--- config.mk ---
export PLATFORM = sky130hd
export DESIGN_NAME = wb_arith_unit
export DESIGN_NICKNAME = d
export VERILOG_FILES = /design/src/rtl/wb_arith_unit.sv
export SDC_FILE = /design/constraint.sdc
export NUM_CORES = 1
export LEC_CHECK = 0
export ABC_AREA = 1
export BUFFER_PORTS_ARGS = -buffer_cell sky130_fd_sc_hd__buf_2
export CAP_MARGIN = 0
export CORE_MARGIN = 2
export CORE_UTILIZATION = 45
export CTS_CLUSTER_SIZE = 28
export DETAILED_ROUTE_END_ITERATION = 8
export PLACE_DENSITY = 0.7
export REMOVE_ABC_BUFFERS = 1
export SLEW_MARGIN = 10
export SYNTH_ARGS = -nofsm -noshare
export SYNTH_HDL_FRONTEND = slang
export SYNTH_SLANG_ARGS = --single-unit
--- constraint.sdc ---
create_clock -name clk -period 2.07 [get_ports clk]
set_input_delay 0.3105 -clock clk [delete_from_list [all_inputs] [get_ports clk]]
set_output_delay 0.3105 -clock clk [all_outputs]
set_load 0.005 [all_outputs]
--- src/rtl/wb_arith_unit.sv ---
`default_nettype none
// +----------------------------------------------------------------------------+
// | Module      : wb_arith_unit                                                |
// | Description : Wishbone-slave arithmetic peripheral. Firmware loads OPA and |
// |               OPB, writes CTRL with START and an opcode, polls STATUS and  |
// |               reads RESULT. ADD/SUB/AND/OR/XOR complete one cycle after   |
// |               the START is accepted. MUL is an iterative shift-add that    |
// |               takes WIDTH cycles. The low OUT_BITS result bits drive pads. |
// | Optional    : define ARITH_IRQ_EN to add the irq output and CTRL[4]        |
// |               IRQ_ENA; irq = IRQ_ENA & (DONE | ERR), registered.           |
// | Ports       : clk, reset (sync, active-low)                                |
// |               wbs_*  Wishbone slave: stb, cyc, we, sel, dat_i, adr, ack,   |
// |                      dat_o                                                 |
// |               result  RESULT[OUT_BITS-1:0] to the pads, registered         |
// |               io_oeb  constant 0, the pads are outputs only                |
// |               irq     interrupt request (ARITH_IRQ_EN builds only)         |
// | Map         : 0x00 CTRL  0x04 OPA  0x08 OPB  0x0C RES_LO  0x10 RES_HI      |
// |               0x14 STATUS {ERR, ZERO, CARRY, DONE, BUSY}                   |
// | Revision    : 1.0  initial release                                         |
// +----------------------------------------------------------------------------+
module wb_arith_unit #(
    parameter logic [31:0] BASE_ADDRESS = 32'h3000_0000,
    parameter int          WIDTH        = 8,
    parameter int          OUT_BITS     = 16
) (
    input  logic                clk,
    input  logic                reset,
    input  logic                wbs_stb_i,
    input  logic                wbs_cyc_i,
    input  logic                wbs_we_i,
    input  logic [3:0]          wbs_sel_i,
    input  logic [31:0]         wbs_dat_i,
    input  logic [31:0]         wbs_adr_i,
    output logic                wbs_ack_o,
    output logic [31:0]         wbs_dat_o,
    output logic [OUT_BITS-1:0] result,
    output logic [OUT_BITS-1:0] io_oeb
`ifdef ARITH_IRQ_EN
    ,
    output logic                irq
`endif
);

    localparam int c_cnt_w = $clog2(WIDTH);

    typedef logic [2*WIDTH-1:0] res_t;
    typedef logic [c_cnt_w-1:0] cnt_t;
    typedef enum logic [0:0] {
        S_IDLE = 1'b0,
        S_RUN  = 1'b1
    } state_t;

    localparam cnt_t c_cnt_last = cnt_t'(WIDTH - 1);

    localparam logic [5:0] c_reg_ctrl   = 6'd0;
    localparam logic [5:0] c_reg_opa    = 6'd1;
    localparam logic [5:0] c_reg_opb    = 6'd2;
    localparam logic [5:0] c_reg_res_lo = 6'd3;
    localparam logic [5:0] c_reg_res_hi = 6'd4;
    localparam logic [5:0] c_reg_status = 6'd5;

    localparam logic [2:0] c_op_add = 3'd0;
    localparam logic [2:0] c_op_sub = 3'd1;
    localparam logic [2:0] c_op_and = 3'd2;
    localparam logic [2:0] c_op_or  = 3'd3;
    localparam logic [2:0] c_op_xor = 3'd4;
    localparam logic [2:0] c_op_mul = 3'd5;

    // Registers
    state_t             r_state;
    logic               r_ack;
    logic [31:0]        r_dat_o;
    logic [2:0]         r_op;
    logic [WIDTH-1:0]   r_opa;
    logic [WIDTH-1:0]   r_opb;
    res_t               r_result;
    logic               r_done;
    logic               r_carry;
    logic               r_zero;
    logic               r_err;
    logic               r_alu_pend;
    res_t               r_acc;
    res_t               r_mcand;
    logic [WIDTH-1:0]   r_mplier;
    cnt_t               r_cnt;
`ifdef ARITH_IRQ_EN
    logic               r_irq_ena;
    logic               r_irq;
`endif

    // Combinational signals
    state_t             w_state_nxt;
    logic               w_busy;
    logic               w_hit;
    logic               w_wr;
    logic               w_rd;
    logic [5:0]         w_word;
    logic               w_wr_guarded;
    logic               w_blocked;
    logic               w_start;
    logic               w_legal;
    logic               w_start_mul;
    logic               w_start_alu;
    logic               w_illegal;
    logic               w_err_clr;
    logic               w_mul_last;
    logic [WIDTH:0]     w_sum;
    logic [WIDTH-1:0]   w_diff;
    res_t               w_alu_res;
    logic               w_alu_carry;
    res_t               w_acc_step;
    logic [63:0]        w_res_ext;
    logic [31:0]        w_opa_wr;
    logic [31:0]        w_opb_wr;
    logic [31:0]        w_rdata;
    logic               w_irq_ena_rd;
    logic               w_unused_bits;

    assign w_busy = (r_state == S_RUN);

    // Bus decode. The !ack term forces an idle cycle between accesses, so
    // a held strobe produces alternating acknowledges.
    assign w_hit  = wbs_cyc_i & wbs_stb_i & ~r_ack &
                    (wbs_adr_i[31:8] == BASE_ADDRESS[31:8]);
    assign w_wr   = w_hit & wbs_we_i;
    assign w_rd   = w_hit & ~wbs_we_i;
    assign w_word = wbs_adr_i[7:2];

    assign w_wr_guarded = w_wr & ((w_word == c_reg_ctrl) |
                                  (w_word == c_reg_opa)  |
                                  (w_word == c_reg_opb));
    assign w_blocked    = w_wr_guarded & w_busy;

    assign w_start     = w_wr & (w_word == c_reg_ctrl) & wbs_sel_i[0] &
                         wbs_dat_i[0] & ~w_busy;
    assign w_legal     = (wbs_dat_i[3:1] <= c_op_mul);
    assign w_start_mul = w_start & w_legal & (wbs_dat_i[3:1] == c_op_mul);
    assign w_start_alu = w_start & w_legal & (wbs_dat_i[3:1] != c_op_mul);
    assign w_illegal   = w_start & ~w_legal;
    assign w_err_clr   = w_wr & (w_word == c_reg_status) & wbs_sel_i[0] &
                         wbs_dat_i[4];

    assign w_mul_last  = (r_state == S_RUN) && (r_cnt == c_cnt_last);

    // Single-cycle operations, evaluated from the opcode latched at START
    assign w_sum  = {1'b0, r_opa} + {1'b0, r_opb};
    assign w_diff = r_opa - r_opb;

    always_comb begin
        w_alu_res   = '0;
        w_alu_carry = 1'b0;
        case (r_op)
            c_op_add: begin
                w_alu_res   = res_t'(w_sum);
                w_alu_carry = w_sum[WIDTH];
            end
            c_op_sub: begin
                w_alu_res   = res_t'(w_diff);
                w_alu_carry = (r_opa < r_opb);
            end
            c_op_and: w_alu_res = res_t'(r_opa & r_opb);
            c_op_or:  w_alu_res = res_t'(r_opa | r_opb);
            c_op_xor: w_alu_res = res_t'(r_opa ^ r_opb);
            default:  w_alu_res = '0;
        endcase
    end

    // One shift-add step: add the shifted multiplicand when the current
    // multiplier LSB is set.
    assign w_acc_step = r_acc + (r_mplier[0] ? r_mcand : '0);

    // Byte-lane merge for operand writes; lanes beyond WIDTH fall off when
    // the merged word is truncated into the operand register.
    always_comb begin
        w_opa_wr = 32'(r_opa);
        w_opb_wr = 32'(r_opb);
        for (int b = 0; b < 4; b++) begin
            if (wbs_sel_i[b]) begin
                w_opa_wr[8*b +: 8] = wbs_dat_i[8*b +: 8];
                w_opb_wr[8*b +: 8] = wbs_dat_i[8*b +: 8];
            end
        end
    end

`ifdef ARITH_IRQ_EN
    assign w_irq_ena_rd = r_irq_ena;
    assign irq          = r_irq;
`else
    assign w_irq_ena_rd = 1'b0;
`endif

    // RES_HI naturally reads 0 when the product fits in 32 bits
    assign w_res_ext = 64'(r_result);

    always_comb begin
        w_rdata = '0;
        case (w_word)
            c_reg_ctrl:   w_rdata = {27'd0, w_irq_ena_rd, r_op, 1'b0};
            c_reg_opa:    w_rdata = 32'(r_opa);
            c_reg_opb:    w_rdata = 32'(r_opb);
            c_reg_res_lo: w_rdata = w_res_ext[31:0];
            c_reg_res_hi: w_rdata = w_res_ext[63:32];
            c_reg_status: w_rdata = {27'd0, r_err, r_zero, r_carry, r_done, w_busy};
            default:      w_rdata = '0;
        endcase
    end

    assign w_unused_bits = ^{wbs_adr_i[1:0], w_opa_wr, w_opb_wr};

    // FSM: state register
    always_ff @(posedge clk) begin
        if (!reset) begin
            r_state <= S_IDLE;
        end else begin
            r_state <= w_state_nxt;
        end
    end

    // FSM: next state
    always_comb begin
        w_state_nxt = r_state;
        case (r_state)
            S_IDLE:  if (w_start_mul) w_state_nxt = S_RUN;
            S_RUN:   if (r_cnt == c_cnt_last) w_state_nxt = S_IDLE;
            default: w_state_nxt = S_IDLE;
        endcase
    end

    // Bus, register file and datapath
    always_ff @(posedge clk) begin
        if (!reset) begin
            r_ack      <= 1'b0;
            r_dat_o    <= '0;
            r_op       <= '0;
            r_opa      <= '0;
            r_opb      <= '0;
            r_result   <= '0;
            r_done     <= 1'b0;
            r_carry    <= 1'b0;
            r_zero     <= 1'b0;
            r_err      <= 1'b0;
            r_alu_pend <= 1'b0;
            r_acc      <= '0;
            r_mcand    <= '0;
            r_mplier   <= '0;
            r_cnt      <= '0;
`ifdef ARITH_IRQ_EN
            r_irq_ena  <= 1'b0;
            r_irq      <= 1'b0;
`endif
        end else begin
            r_ack   <= w_hit;
            r_dat_o <= w_rd ? w_rdata : '0;

            if (w_wr && !w_busy) begin
                case (w_word)
                    c_reg_ctrl: begin
                        if (wbs_sel_i[0]) begin
                            r_op <= wbs_dat_i[3:1];
`ifdef ARITH_IRQ_EN
                            r_irq_ena <= wbs_dat_i[4];
`endif
                        end
                    end
                    c_reg_opa: r_opa <= w_opa_wr[WIDTH-1:0];
                    c_reg_opb: r_opb <= w_opb_wr[WIDTH-1:0];
                    default: ;
                endcase
            end

            if (w_err_clr) r_err <= 1'b0;
            if (w_blocked || w_illegal) r_err <= 1'b1;

            // A RES_LO read clears DONE; a START in the same cycle also
            // clears it, and completion (later below) sets it again.
            if (w_rd && (w_word == c_reg_res_lo)) r_done <= 1'b0;
            if (w_start_alu || w_start_mul) r_done <= 1'b0;

            r_alu_pend <= w_start_alu;

            if (w_start_mul) begin
                r_acc    <= '0;
                r_mcand  <= res_t'(r_opa);
                r_mplier <= r_opb;
                r_cnt    <= '0;
            end

            if (r_state == S_RUN) begin
                r_acc    <= w_acc_step;
                r_mcand  <= r_mcand << 1;
                r_mplier <= r_mplier >> 1;
                r_cnt    <= r_cnt + 1'b1;
                if (w_mul_last) begin
                    r_result <= w_acc_step;
                    r_carry  <= 1'b0;
                    r_zero   <= (w_acc_step == '0);
                    r_done   <= 1'b1;
                end
            end

            if (r_alu_pend) begin
                r_result <= w_alu_res;
                r_carry  <= w_alu_carry;
                r_zero   <= (w_alu_res == '0);
                r_done   <= 1'b1;
            end

`ifdef ARITH_IRQ_EN
            r_irq <= r_irq_ena & (r_done | r_err);
`endif
        end
    end

    assign wbs_ack_o = r_ack;
    assign wbs_dat_o = r_dat_o;
    assign result    = r_result[OUT_BITS-1:0];
    assign io_oeb    = '0;

endmodule
`default_nettype wire

==> flow_summary.json, run 1 <==
{
  "p_leak_nw": 4.111,
  "tightest_slew_ps": 674.7,
  "synthDistinctLibCells": 38,
  "post-place-cells": 1400,
  "coreArea_um2": 14530,
  "synthCells": 1066,
  "ys_top_cells_by_count": "nand2_1, inv_1, nor2_1, dfxtp_1, a21oi_1",
  "clock_sinks": 101,
  "htreeDepth": 3,
  "drt-initial-drc-count": 749,
  "clock_skew_ps": 17.63,
  "fin_nets": 1348,
  "layoutNonFillerInstCount": 1420,
  "totalWireLength_mm": 20.70,
  "synth_area_per_cell_um2": 6.284,
  "grt_overflow": 0,
  "synth.largest_area_cell": "dfxtp_1",
  "yosys-top-cells-area": "dfxtp_1, nand2_1, inv_1",
  "critPathLaunchType": "flop",
  "fin_util_pct": 59.02,
  "gp_congestion": 0.9488,
  "grt_max_degree": 59,
  "numPortBuffers": 76,
  "fmax_mhz": 465.2,
  "timing.final.crit_share_pct": 103.8,
  "async_reset_ff_share_pct": 0,
  "dp_hpwl_mm": 15.47,
  "cts_tree": "done",
  "ys.warnings.count": 0,
  "synth.top_cell.area_share_pct": 30.18,
  "cts_buffer_depth": 2,
  "grt_usage_pct": 25.61,
  "antenna_found_initial": 0,
  "synthFlopType": "dfxtp_1",
  "drv_slew": 0,
  "path_class": "flop to flop",
  "grt_pass1_wl_mm": 32.81,
  "rsz0062_at_grt": "yes",
  "crit_path_start": "r_mplier[0]",
  "status": "finished, violations left",
  "min_from": "wbs_dat_i[6]",
  "cts_buffers": 9,
  "die_area_um2": 15880,
  "vias": 7267,
  "setup_violations": 4,
  "worst-r2r-setup-slack_ps": -80,
  "io_pins": 138,
  "end_kind": "flop",
  "cp.required_ps": 2360,
  "finalSetupTns_ps": -200.8,
  "start_util_pct": 46.09,
  "rows": 44,
  "finalPower_mw": 3.797,
  "syn_to_final_growth_pct": 28.05,
  "drcViolationCount": 0,
  "cts_hold_buf": 0,
  "routedWlPerCell_um": 14.58,
  "n_fill_cell": 1369,
  "dieHeight_um": 126.0,
  "synth_most_common_cell": "nand2_1",
  "critPathMaxFanout": 14,
  "arrival_ps": 2440,
  "clk_pin_slew_ps": 80,
  "synth_edf_count": 0,
  "r2r_start": "r_mplier[0]",
  "ys_seq_area_share_pct": 30.18,
  "cap_viol_max_count": 0,
  "vias_per_cell": 5.118,
  "cts_root_buffer": "clkbuf_16",
  "ys_ff_latch": 101,
  "peakVddDrop_v": 0.0004034,
  "die_w_um": 126.0,
  "whs_ps": 247.2,
  "dr.pass1.iters": 5,
  "grt_pass1_vias": 6575,
  "timing.final.hold_violations": 0,
  "syn_area_um2": 6699,
  "final_layout_size_suffix_gt1_share_pct": 24.68,
  "maxSlewHeadroom_pct": 55.02,
  "fin_ws_ps": -79.59,
  "failed_checks": "negative setup slack",
  "min_period_ps": 2150,
  "ant_nets": 0,
  "p_per_area_nw_per_um2": 442.6,
  "hp-class": "input port to flop",
  "diodes": 0,
  "clock_latency_ps": 370
}
==> cell usage in the layout (no fill, tap or decap), types with 6 or more instances in the layout <==
cell type    n
inv_1      127
nand3_1     60
clkbuf_16    9
a31oi_1     13
buf_4      109
nand4_1     21
o21ai_0     42
conb_1      32
ha_1        22
nand2_1    299
inv_2       17
nand2_2     26
nor3_1       8
dfxtp_2      6
dfxtp_1     94
buf_2       76
a21oi_2     10
ha_4        17
a21oi_1     75
nor2_1     104
==> where the power goes <==
part | internal [mW] | total [mW] | switching [mW]
Clock | 0.848 | 1.71 | 0.859
Sequential | 1.94 | 1.94 | 0.000000000195
Combinational | 0.0487 | 0.150 | 0.101
Total | 2.84 | 3.80 | 0.960
==> per-stage QoR <==
| stage | area (µm²) | setup WS, ps |
|---|---|---|
| after detailed placement | 7855 | -135.7 |
| final | 8578 | -79.59 |
| after CTS | 8302 | -22.44 |
| after floorplan | 6420 | -407.2 |
| after global placement | 7855 | -118.9 |
| after global routing | 8578 | -219.8 |
==> per-layer routing <==
layer,GRT usage (%),share of wire (%)
met4,7.240,2.2
met1,36.75,47
met2,39.47,42
met3,4.673,8.2
met5,0,0
==> cells by family after synthesis <==
kind of cell / Yosys count / synth area share (%)
AO/OA/AOI/OAI: 161 / 13.00
XOR/XNOR: 2 / 0.2615
adder cells (fa/ha/maj): 44 / 8.554
buffers and inverters: 211 / 14.08
flip-flops: 101 / 30.18
other: 1 / 0.05598
AND/OR/NAND/NOR: 546 / 33.86
==> flip-flops by register name, indices dropped and copies added (netlist names) <==
signal,cells
r_err,1
wbs_ack_o,1
r_op,3
result,16
r_state,1
r_opa,8
r_mcand,16
r_cnt,3
r_carry,1
r_mplier,8
r_done,1
r_acc,16
wbs_dat_o,16
r_zero,1
r_opb,8
r_alu_pend,1
==> repair_timing <==
action,CTS,global route
endpoints found under the setup margin,15,30
resized for setup,36,74
pin swaps,8,10
buffers inserted,2,2
==> worst paths after layout <==
check	endpoint	cells past startpoint
worst min register to register	r_mplier[7]	2
worst min-delay path	r_opb[6]	3
worst max register to register	r_acc[13]	13
worst max-delay path	r_acc[13]	13
==> cell type report <==
| type | instances | area (µm²) | share of cell area [%] |
|---|---|---|---|
| clock inverters | 7 | 68.82 | 0.8022 |
| clock buffers | 9 | 225.2 | 2.625 |
| inverters | 146 | 550.5 | 6.418 |
| multi-input cells | 785 | 4225 | 49.26 |
| repair buffers | 188 | 1245 | 14.51 |
| well taps | 184 | 230.2 | 2.684 |
| flip-flops and latches | 101 | 2033 | 23.70 |
==> worst max-delay path, stage by stage, from the launching register on <==
cell	delay, ps
dfxtp_4	360
buf_8	140
nand2_1	50
inv_1	80
ha_4	300
nand2_1	120
nor2_1	250
nand3_1	160
nand3b_1	110
nand2_1	80
buf_4	130
inv_1	60
nand2_1	80
a21oi_2	150
No activity file was read; power rests on OpenSTA's default activity.
==> run 2, diff against run 1 <==
- ABC_AREA: 1 -> 0
- PLACE_DENSITY: 0.7 -> 0.71
- SLEW_MARGIN: 10 -> 20
==> flow_summary.json, run 2 <==
{
  "status": "finished, violations left",
  "failed_checks": "negative setup slack",
  "antenna_found_initial": 0,
  "drv_slew": 0,
  "grt_use_met2_pct": 42.71,
  "tightest_slew_ps": 556.9,
  "arrival_ps": 3330,
  "cts_root_buffer": "clkbuf_16",
  "gp_congestion": 0.9084,
  "r2r_end": "r_zero",
  "critPathLaunchType": "flop",
  "post-place-cells": 1184,
  "synth_area_per_cell_um2": 7.963,
  "dieHeight_um": 122.8,
  "worst-r2r-setup-slack_ps": -980,
  "synth_most_common_cell": "dfxtp_1",
  "synthCells": 798,
  "hp-class": "input port to flop",
  "drcViolationCount": 0,
  "fmax_mhz": 327.6,
  "syn_area_um2": 6355,
  "coreArea_um2": 13830,
  "final_area_um2": 9419,
  "final_layout_size_suffix_gt1_share_pct": 43.32,
  "numPortBuffers": 76,
  "cp_top_family": "simple AND/OR/NAND/NOR gates",
  "synthDistinctLibCells": 71,
  "r2r_start": "r_mcand[0]",
  "whs_ps": 207.7,
  "cts_buffers": 9,
  "p_per_area_nw_per_um2": 419.5,
  "vias": 7135,
  "peakVddDrop_v": 0.0004325,
  "grt_usage_pct": 26.34,
  "ys_top_cells_by_count": "dfxtp_1, a21oi_1, nand2_1, nor2_1, ha_1",
  "timing.final.crit_share_pct": 147.5,
  "synth.top_cell.area_share_pct": 31.82,
  "end_kind": "flop",
  "maxSlewHeadroom_pct": 62.40,
  "vias_per_cell": 5.844,
  "final_common_cell": "buf_4",
  "crit_path_start": "r_mcand[0]",
  "dp_hpwl_mm": 14.45,
  "gr-usage-met3_pct": 4.833,
  "layoutNonFillerInstCount": 1221,
  "htreeDepth": 3,
  "clock_latency_ps": 360,
  "dpl_cell_area_um2": 7980,
  "ys_ff_latch": 101,
  "rows": 43,
  "grt_max_degree": 73,
  "cts_buffer_depth": 2,
  "ys.warnings.count": 0,
  "grt_overflow": 0,
  "cp_slowest_cell": "or4_4",
  "synthFlopType": "dfxtp_1",
  "min_from": "wbs_dat_i[6]",
  "die_w_um": 122.8,
  "totalWireLength_mm": 23.13,
  "syn_to_final_growth_pct": 48.22,
  "crit_buf_inv": 0,
  "hold_path_depth": 3,
  "cap_viol_max_count": 0,
  "critPathMaxFanout": 2,
  "synth_edf_count": 0,
  "cts_tree": "done",
  "synth.largest_area_cell": "dfxtp_1",
  "p_leak_nw": 3.920,
  "ys_seq_area_share_pct": 31.82,
  "timing.final.hold_violations": 0,
  "clk_pin_slew_ps": 80,
  "path_class": "flop to flop",
  "setup_violations": 27,
  "clock_skew_ps": 9.206,
  "crit_path_cell_trace": "and2_4 > ha_4 > fa_2 > a21o_4 > a21oi_4 > xnor2_2 > or3_1 > or4_4 > nor4_2 > nand4b_1 > o31ai_1",
  "cp_slowest_stage_delay_ps": 550,
  "fin_nets": 1153,
  "cp.required_ps": 2350,
  "min_period_ps": 3053,
  "preCtsSetupSlack_ps": -960.5,
  "dr.pass1.iters": 8,
  "clock_sinks": 101,
  "io_pins": 138,
  "rsz0062_at_grt": "yes",
  "finalPower_mw": 3.951,
  "yosys-top-cells-area": "dfxtp_1, ha_1, a21oi_1",
  "async_reset_ff_share_pct": 0,
  "routedWlPerCell_um": 18.94,
  "diodes": 0,
  "start_util_pct": 45.96,
  "grt_use_met1_pct": 35.42,
  "drt-initial-drc-count": 797,
  "whs_endpoint": "r_opa[6]",
  "layout_common_cells": "buf_4, dfxtp_1, buf_2",
  "fin_ws_ps": -982.6,
  "die_area_um2": 15090,
  "grt_pass1_vias": 6107,
  "grt_pass1_wl_mm": 30.82,
  "ant_nets": 0,
  "busiest_layer": "met2",
  "rr_worst_depth": 11
}
[run 2: cell types whose count changed in the layout (fill, tap and decap cells not counted), sizes merged, moves of 13 or more]
cell,before,now
a211oi,0,13
inv,148,39
a22oi,2,21
nand3b,4,25
nand2,326,85
nor2,111,75
mux2i,0,23
and2,3,27
nand3,65,11
nand4,21,6
o21ai,44,19
buf,188,269
[run 2: metal layers]
layer  vias up  part of all wire (%)
met5         -                     0
met4         0                   4.0
met1      3375                    41
li1       3237                     -
met2       439                    46
met3        84                   8.9
[run 2: what timing repair did]
| action | CTS | global route |
|---|---|---|
| gates resized for setup | 74 | 142 |
| pin swaps | 38 | 73 |
| setup buffers | 8 | 21 |
| hold buffers | 0 | 0 |
| endpoints found under the setup margin | 43 | 58 |
| hold endpoints to repair | 0 | 0 |
[run 2: final cells by class]
| type | instances | area [µm²] |
|---|---|---|
| inverters | 36 | 137.6 |
| clock inverters | 7 | 102.6 |
| flip-flops and latches | 101 | 2046 |
| multi-input cells | 619 | 4743 |
| repair buffers | 269 | 1939 |
| fillers | 951 | 4408 |
| clock buffers | 9 | 225.2 |
| well taps | 180 | 225.2 |
[run 2: worst max-delay path by stage]
stage	cells past startpoint	slack (ps)	to
floorplan	7	-1070	r_cnt[0]
global placement	11	-870	r_zero
detailed placement	11	-960	r_zero
CTS	11	-850	r_zero
global route	11	-1050	r_zero
finish	11	-980	r_zero
[run 2: logic make-up (layout without fill, tap and decap cells)]
logic type / Yosys count / in the layout / share of synthesized area [%]
AOI/OAI and AO/OA: 203 / 203 / 20.63
xor gates and xnor gates: 17 / 17 / 2.343
adders and majority gates: 44 / 44 / 9.018
buffers and inverters: 109 / 321 / 8.446
DFF: 101 / 101 / 31.82
muxes: 24 / 24 / 3.800
other: 1 / 32 / 0.05901
and+or+nand+nor: 299 / 299 / 23.88
[run 2: stage by stage]
stage | util, % | TNS, ps
2_1_floorplan | - | -44740
3_3_place_gp | 57.71 | -15180
3_5_place_dp | 57.71 | -17680
4_1_cts | 62.67 | -8884
5_1_grt | 68.12 | -12930
6_report | 68.12 | -11060
[run 2: worst reg2reg max path: stages, from the launching register on]
cell      delay, ps
dfxtp_2         330
and2_4          160
ha_4            160
fa_2            360
a21o_4          230
a21oi_4         210
xnor2_2         130
or3_1           370
or4_4           550
nor4_2          160
nand4b_1        120
o31ai_1         190
[run 2: power by group]
group | total [mW] | switching (mW) | internal, mW
sequential | 1.94 | 0.000000000358 | 1.94
clock | 1.86 | 0.874 | 0.983
combinational | 0.157 | 0.0995 | 0.0575
total | 3.95 | 0.974 | 2.98
==> run 3, diff against run 2 <==
- CORE_MARGIN: 2 -> 4
- SKIP_LAST_GASP: default -> 1
==> flow_summary.json, run 3 (synthesized netlist as in run 2, its figures left out) <==
{
  "vias": 7007,
  "dr.pass1.iters": 5,
  "fin_util_pct": 66.07,
  "crit_path_start": "r_mplier[0]",
  "combPwrFrac_pct": 4.3,
  "vias_per_cell": 5.734,
  "drcViolationCount": 0,
  "cp_slowest_cell": "or4_1",
  "numPortBuffers": 76,
  "drt-initial-drc-count": 932,
  "drv_slew": 0,
  "clock_skew_ps": 8.113,
  "ant_nets": 0,
  "layoutNonFillerInstCount": 1222,
  "routedWlPerCell_um": 18.28,
  "coreArea_um2": 13880,
  "p_leak_nw": 3.852,
  "grt_overflow": 0,
  "end_kind": "flop",
  "final_common_cell": "buf_4",
  "cts_tree": "done",
  "totalWireLength_mm": 22.34,
  "whs_ps": 206.7,
  "setup_violations": 25,
  "p_clk_share_pct": 46.1,
  "grt_usage_pct": 25.26,
  "min_period_ps": 2998,
  "post-place-cells": 1189,
  "cts_hold_buf": 0,
  "die_area_um2": 16090,
  "hp-class": "input port to flop",
  "grt_max_degree": 41,
  "path_class": "flop to flop",
  "grt_pass1_wl_mm": 32.87,
  "crit_path_cell_trace": "and2_4 > ha_4 > fa_2 > a21o_1 > a221oi_4 > a21oi_2 > xor2_1 > or4_1 > nor4_1 > nand4b_1 > o31ai_1",
  "dp_hpwl_mm": 15.00,
  "clk_pin_slew_ps": 80,
  "io_pins": 138,
  "p_switching_uw": 937.4,
  "antenna_found_initial": 0,
  "timing.final.hold_violations": 0,
  "power.internal_mw": 2.972,
  "r2r_start": "r_mplier[0]",
  "arrival_ps": 3270,
  "timing.final.crit_share_pct": 144.8,
  "finalSetupTns_ps": -11910,
  "htreeDepth": 3,
  "clock_sinks": 101,
  "p_seq_share_pct": 49.6,
  "critPathMaxFanout": 2,
  "cts_buffer_depth": 2,
  "grt_pass1_vias": 6440,
  "cts_buffers": 9,
  "layout_common_cells": "buf_4, dfxtp_1, nand2_1",
  "switching_share_pct": 23.98,
  "rows": 43,
  "fmax_mhz": 333.6,
  "dieHeight_um": 126.8,
  "wl_met1_mm": 9.421,
  "status": "finished, violations left",
  "wl_met2_mm": 10.06,
  "die_w_um": 126.8,
  "start_util_pct": 45.78,
  "cp_slowest_stage_delay_ps": 530,
  "diodes": 0,
  "cp.required_ps": 2350,
  "gp_congestion": 0.9522,
  "failed_checks": "negative setup slack",
  "preCtsSetupSlack_ps": -893.6,
  "critPathLaunchType": "flop",
  "rsz0062_at_grt": "yes",
  "cts_root_buffer": "clkbuf_16",
  "peakVddDrop_v": 0.0003841,
  "clock_latency_ps": 360,
  "p_per_area_nw_per_um2": 426.3,
  "top_layer": "met4",
  "min_from": "wbs_dat_i[5]",
  "fin_nets": 1154,
  "met3_length_mm": 2.093,
  "fin_ws_ps": -927.8,
  "cap_viol_max_count": 0,
  "final_layout_size_suffix_gt1_share_pct": 39.73,
  "syn_to_final_growth_pct": 44.32
}
[run 3: cell types whose count changed in the layout (fill, tap and decap cells not counted), moves of 4 or more]
| cell | delta |
|---|---|
| ha_1 | +5 |
| a21oi_4 | -4 |
| nand2_2 | -6 |
| xnor2_2 | -4 |
| buf_6 | -17 |
| buf_4 | +18 |
| dfxtp_2 | -7 |
| dfxtp_1 | +9 |
| nand2_1 | +7 |
[run 3: per-stage QoR]
step	area (µm²)	power [mW]
after floorplan	6070	2.033
after global placement	8018	2.140
after detailed placement	8018	2.142
after CTS	8680	3.906
after global routing	9171	3.997
final	9171	3.909
[run 3: metal layers]
metal,track usage (%),up-vias
li1,-,3250
met1,34.39,3255
met2,40.54,426
met3,4.168,76
met4,8.896,0
met5,0,-
[run 3: power by group through the flow]
stage                     Combinational [mW]  Clock [mW]  Sequential (mW)
after floorplan                       0.0462           0             1.99
after global placement                 0.154           0             1.99
after detailed placement               0.155           0             1.99
after CTS                              0.157        1.81             1.94
after global routing                   0.179        1.88             1.94
final                                  0.167        1.80             1.94
[run 3: area by class of cell]
type	instances	area, µm²
Fill cell	1020	4710
Clock inverter	7	93.84
Tap cell	180	225.2
Timing Repair Buffer	270	1883
Inverter	36	137.6
Sequential cell	101	2029
Multi-Input combinational cell	619	4577
Clock buffer	9	225.2
[run 3: what timing repair did]
action,4_1_cts,5_1_grt
gates resized for setup,67,83
endpoints found under the setup margin,51,72
setup buffers,8,13
cloned,0,0
pin swaps,39,42
[run 3: worst max-delay path, delay by kind of cell (launching register included)]
kind | cells | cell delay, ps
simple gates | 4 | 1030
flops | 1 | 320
compound gates | 4 | 880
fa+ha+maj | 2 | 510
xor+xnor | 1 | 180
[run 3: path summary, 6_finish.rpt]
path | to | slack, ps | cells past startpoint
setup / recovery | r_zero | -930 | 11
hold / removal | r_opb[5] | 210 | 3
setup reg to reg | r_zero | -930 | 11
hold reg to reg | r_mplier[7] | 460 | 2
